File: src/rtl/xilly_src_pkg.sv
// Shared defaults and helpers for the Xillybus 128-bit read-stream source.
package xilly_src_pkg;

  localparam int DEF_WORD_W = 128;
  localparam int DEF_DEPTH  = 16;

  // Width of an occupancy counter that can represent 0..depth inclusive.
  function automatic int level_w(input int depth);
    return $clog2(depth) + 1;
  endfunction

endpackage

File: src/rtl/xilly_src_fifo.sv
// Synchronous FIFO with a registered (non-FWFT) read port and a synchronous
// flush. The caller gates wr_en and rd_en: wr_en only when not full, rd_en
// only when not empty.
module xilly_src_fifo
  import xilly_src_pkg::*;
#(
  parameter  int DEPTH  = DEF_DEPTH,
  parameter  int WORD_W = DEF_WORD_W,
  localparam int PTR_W  = $clog2(DEPTH),
  localparam int LVL_W  = level_w(DEPTH)
) (
  input  logic              clk,
  input  logic              rst,
  input  logic              flush,
  input  logic              wr_en,
  input  logic [WORD_W-1:0] din,
  input  logic              rd_en,
  output logic [WORD_W-1:0] dout,
  output logic [LVL_W-1:0]  count
);

  logic [WORD_W-1:0] mem [DEPTH];
  logic [PTR_W-1:0]  wr_ptr;
  logic [PTR_W-1:0]  rd_ptr;

  // Storage array: plain RAM, never reset, skipped while flushing.
  always_ff @(posedge clk) begin
    if (wr_en && !flush) begin
      mem[wr_ptr] <= din;
    end
  end

  // Pointers wrap naturally at DEPTH; the read register only moves on a read.
  always_ff @(posedge clk or posedge rst) begin
    if (rst) begin
      wr_ptr <= '0;
      rd_ptr <= '0;
      count  <= '0;
      dout   <= '0;
    end else if (flush) begin
      wr_ptr <= '0;
      rd_ptr <= '0;
      count  <= '0;
      dout   <= '0;
    end else begin
      if (wr_en) begin
        wr_ptr <= wr_ptr + 1'b1;
      end
      if (rd_en) begin
        rd_ptr <= rd_ptr + 1'b1;
        dout   <= mem[rd_ptr];
      end
      case ({wr_en, rd_en})
        2'b10:   count <= count + 1'b1;
        2'b01:   count <= count - 1'b1;
        default: count <= count;
      endcase
    end
  end

endmodule

File: src/rtl/xilly_read_source.sv
// Application-side source for one Xillybus 128-bit read stream. Buffers words
// from an ap_fifo-style producer and serves them on the user_r_read_128_*
// handshake, with open/close flushing and end-of-file signalling.
// Optional feature: define XILLY_SRC_WORDCOUNT_EN to build the 32-bit
// delivered-word counter; otherwise word_count is tied to zero.
module xilly_read_source
  import xilly_src_pkg::*;
#(
  parameter  int DEPTH  = DEF_DEPTH,
  parameter  int WORD_W = DEF_WORD_W,
  localparam int LVL_W  = level_w(DEPTH)
) (
  input  logic              bus_clk,
  input  logic              rst,
  input  logic [WORD_W-1:0] ap_din,
  input  logic              ap_write,
  output logic              ap_full_n,
  input  logic              eof_req,
  input  logic              user_r_read_128_rden,
  output logic [WORD_W-1:0] user_r_read_128_data,
  output logic              user_r_read_128_empty,
  output logic              user_r_read_128_eof,
  input  logic              user_r_read_128_open,
  output logic [LVL_W-1:0]  level,
  output logic [31:0]       word_count
);

  logic             wr_acc;
  logic             rd_acc;
  logic             flush;
  logic             eof_pending;
  logic             eof_pending_nxt;
  logic [LVL_W-1:0] level_nxt;

  assign flush  = !user_r_read_128_open;
  assign wr_acc = ap_write && ap_full_n;
  assign rd_acc = user_r_read_128_rden && !user_r_read_128_empty;

  assign user_r_read_128_empty = (level == '0);
  assign user_r_read_128_eof   = eof_pending && user_r_read_128_empty;

  xilly_src_fifo #(
    .DEPTH  (DEPTH),
    .WORD_W (WORD_W)
  ) u_fifo (
    .clk   (bus_clk),
    .rst   (rst),
    .flush (flush),
    .wr_en (wr_acc),
    .din   (ap_din),
    .rd_en (rd_acc),
    .dout  (user_r_read_128_data),
    .count (level)
  );

  // Look-ahead of the state after this edge, so ap_full_n can be registered
  // and still recover in the cycle right after a read frees a full buffer.
  always_comb begin
    level_nxt       = '0;
    eof_pending_nxt = 1'b0;
    if (user_r_read_128_open) begin
      level_nxt       = level + LVL_W'(wr_acc) - LVL_W'(rd_acc);
      eof_pending_nxt = eof_pending || eof_req;
    end
  end

  // EOF latch: armed by eof_req while open, cleared only by close or reset.
  always_ff @(posedge bus_clk or posedge rst) begin
    if (rst) begin
      eof_pending <= 1'b0;
    end else begin
      eof_pending <= eof_pending_nxt;
    end
  end

  // Producer back-pressure, registered so the core's rden never reaches it
  // combinationally.
  always_ff @(posedge bus_clk or posedge rst) begin
    if (rst) begin
      ap_full_n <= 1'b0;
    end else begin
      ap_full_n <= user_r_read_128_open && (level_nxt != LVL_W'(DEPTH)) &&
                   !eof_pending_nxt;
    end
  end

`ifdef XILLY_SRC_WORDCOUNT_EN
  logic [31:0] wc;

  // Delivered-word counter, wraps at 2^32 and restarts on every close.
  always_ff @(posedge bus_clk or posedge rst) begin
    if (rst) begin
      wc <= '0;
    end else if (flush) begin
      wc <= '0;
    end else if (rd_acc) begin
      wc <= wc + 32'd1;
    end
  end

  assign word_count = wc;
`else
  assign word_count = '0;
`endif

endmodule

File: config.mk
export PLATFORM = sky130hd
export DESIGN_NAME = xilly_read_source
export DESIGN_NICKNAME = d
export VERILOG_FILES = /design/src/rtl/xilly_src_pkg.sv /design/src/rtl/xilly_src_fifo.sv /design/src/rtl/xilly_read_source.sv
export SDC_FILE = /design/constraint.sdc
export NUM_CORES = 2
export LEC_CHECK = 0
export BUFFER_PORTS_ARGS = -buffer_cell sky130_fd_sc_hd__buf_2
export CORE_MARGIN = 2
export CORE_UTILIZATION = 47
export CTS_CLUSTER_DIAMETER = 200
export CTS_CLUSTER_SIZE = 10
export DETAILED_ROUTE_END_ITERATION = 6
export HOLD_SLACK_MARGIN = 0.08
export PLACE_DENSITY = 0.67
export RECOVER_POWER = 100
export SYNTH_ARGS = -nofsm -noshare
export SYNTH_HDL_FRONTEND = slang
export SYNTH_SLANG_ARGS = --single-unit
export TNS_END_PERCENT = 5
File: constraint.sdc
create_clock -name bus_clk -period 15.1 [get_ports bus_clk]
set_clock_uncertainty 0.15 [all_clocks]
set_input_delay 3.775 -clock bus_clk [delete_from_list [all_inputs] [get_ports bus_clk]]
set_output_delay 3.775 -clock bus_clk [all_outputs]
set_load 0.01 [all_outputs]
==> impl_metrics.ini <==
[timing]
final.period_utilization_pct = 68.8
tightestPinTransition_ps = 4500
tns_ps = 0
hold_viol = 0
final_max_slew_viol_count = 1412
rsz0062_at_grt = no
fmax_mhz = 96.3
period_needed_ps = 10380
max-slew-margin-rel_pct = -200
setup_viol_count_final = 0

[yosys]
synth_edf_count = 2048
ys_ff_latch = 2191
post-synth-top-area-cell = edfxtp_1
synthTopCellsByArea = edfxtp_1 (74%), mux4_2 (14%), dfrtp_1 (4.3%)
synth.most_common_cell = edfxtp_1
ys_seq_area_share_pct = 78.2
synth_top_area_share_pct = 73.9
async_reset_ff_share_pct = 6.53
synthDistinctLibCells = 38
synth_top_cells_by_count = edfxtp_1 (2048), mux4_2 (512), mux2i_1 (259), dfrtp_1 (143), nand2_1 (138)
syn-instance-count = 3553
synth_ff_type = edfxtp_1
avgSynthCellArea_um2 = 23.4
synthesis.area_um2 = 83200
ys_warn_count = 0

[global_route]
grt-ovfl-total = 0
grt_max_degree = 129
grt_pass1_vias = 39300
grt_pass1_wl_mm = 274
antenna_found_initial = 23
grt_usage_pct = 20.9

[drt]
vias = 38000
avgRoutedWirePerCell_um = 29.0
dr.pass1.iters = 5
antenna_left = 0
viasPerCell = 5.86
drt_iter0_markers = 3668
drcViolationCount = 0
routed_wl_mm = 188

[die]
die_width_um = 425
ioPinCount = 302
initial_core_util_pct = 47.3
core_um2 = 176000
die_area_um2 = 180000
die_height_um = 425
fp-row-count = 154

[clock_tree]
clock_path_buffers = 3
cts_max_level = 4
clk_pin_slew_worst_paths_ps = 60
cts_tree = built
clockRootBuffer = clkbuf_16
postCtsHoldBufs = 0
numClockSinks = 2191
cts_resized = 0
clk_latency_ps = 880
cts_setup_buffers = 0
cts_inserted_buffers = 237

[placement]
place_congestion = 0.732
port_buffers = 269
hpwl_mm = 98.1

[power_and_ir_drop]
power.density_nw_per_um2 = 157
vdd_drop_max_v = 0.000141
power_mw = 14.6
power_leakage_nw = 28.3

[critical_path]
critical_path_required_ps = 15650
start_kind = input pin
end_kind = flip-flop
arrival_ps = 10940
critical_path_class = in2reg
cp_max_fo = 55
reg2regPathDepth = 10

[finish]
final_nets = 4078
area_growth_pct = 12.1
drive_above_1_share_pct = 19.6

[min_path]
hold_depth = 2
hold_class = reg2reg

[run_status]
violations = capacitance limit, slew limit
run_status = finished, violations left

[flow_run]
maxCapViolCount = 35
-- through the flow --
| step | setup WS, ps | cells | instance area [um^2] | utilization [%] | hold slack, ps |
|---|---|---|---|---|---|
| 3_5_place_dp | 7820 | 6028 | 86700 | 49.3 | 326 |
| 6_report | 4720 | 6488 | 93300 | 53.0 | 344 |
| 4_1_cts | 8720 | 6478 | 93800 | 53.3 | 344 |
| 3_3_place_gp | 7900 | 6028 | 86700 | 49.3 | 318 |
| 5_1_grt | 4440 | 6483 | 93200 | 53.0 | 371 |
| 2_1_floorplan | 4750 | 3584 | 83300 | - | 338 |
-- final cells by class --
| cell class | instances | area [um^2] |
|---|---|---|
| Antenna cell | 10 | 25.0 |
| Fill cell | 13400 | 82700 |
| Clock inverter | 16 | 398 |
| Inverter | 13 | 50.0 |
| Sequential cell | 2191 | 65100 |
| Tap cell | 2340 | 2930 |
| Timing Repair Buffer | 324 | 1500 |
| Multi-Input combinational cell | 1160 | 16600 |
| Clock buffer | 434 | 6670 |
-- where the power goes --
group / internal (mW) / switching (mW) / total [mW]
clock: 2.97 / 2.31 / 5.28
sequential: 6.79 / 0.207 / 7.00
combinational: 1.09 / 1.23 / 2.32
-- cells by family (layout without fill, tap and decap cells) --
kind of cell    after synthesis  in the layout  share of synthesized area, %
compound gates              142            142                          1.46
xor+xnor                     13             13                         0.137
mux                         771            771                          17.0
buf+inv                     233            787                          1.95
simple gates                185            185                         0.954
other cells                   1             42                       0.00451
flops                      2191           2191                          78.2
fa+ha+maj                    17             17                         0.274
-- worst max-delay path: stages --
cell      delay (ps)
buf_2             70
clkbuf_1         830
nor2b_1         2390
buf_4           1030
clkbuf_1        2330
nand2_1          180
o221ai_1         160
-- worst paths after layout --
| check | slack [ps] | start | to |
|---|---|---|---|
| hold reg to reg | 340 | u_fifo.dout[92] | u_fifo.dout[92] |
| hold / removal | 340 | u_fifo.dout[92] | u_fifo.dout[92] |
| min in group asynchronous | 3800 | rst | u_fifo.dout[52] |
| setup / recovery | 4720 | user_r_read_128_open | u_fifo.dout[45] |
| setup reg to reg | 7020 | u_fifo.count[3] | u_fifo.dout[45] |
| max in group asynchronous | 6050 | rst | u_fifo.dout[12] |
-- cell usage in the layout (no fill, tap or decap), types with 3 or more instances in the layout --
cell type,n
xnor2_1,9
nor2_1,19
inv_16,4
edfxtp_1,2048
mux2i_1,259
clkinv_16,10
and2_1,3
buf_4,21
dfrtp_1,140
ha_1,15
and2_0,5
buf_2,5
o21ai_0,4
conb_1,32
clkbuf_1,481
o221ai_1,128
xor2_1,4
buf_12,12
diode_2,10
nand2_1,138
clkbuf_16,237
mux4_2,512
nor2b_1,7
dfrtp_4,3
inv_1,11
-- routing by layer --
metal / share of wire, % / track usage (%) / up-vias
li1: - / - / 15800
met1: 42 / 29.5 / 20700
met2: 50 / 34.4 / 1325
met3: 6.0 / 3.59 / 251
met4: 1.9 / 4.96 / 14
met5: 0.048 / 0 / -
-- flip-flops by register name, indices dropped and copies added (netlist names) --
register / count
ap_full_n: 1
eof_pending: 1
u_fifo.count: 5
u_fifo.dout: 128
u_fifo.mem: 2048
u_fifo.rd_ptr: 4
u_fifo.wr_ptr: 4
No activity file was read; power rests on OpenSTA's default activity.
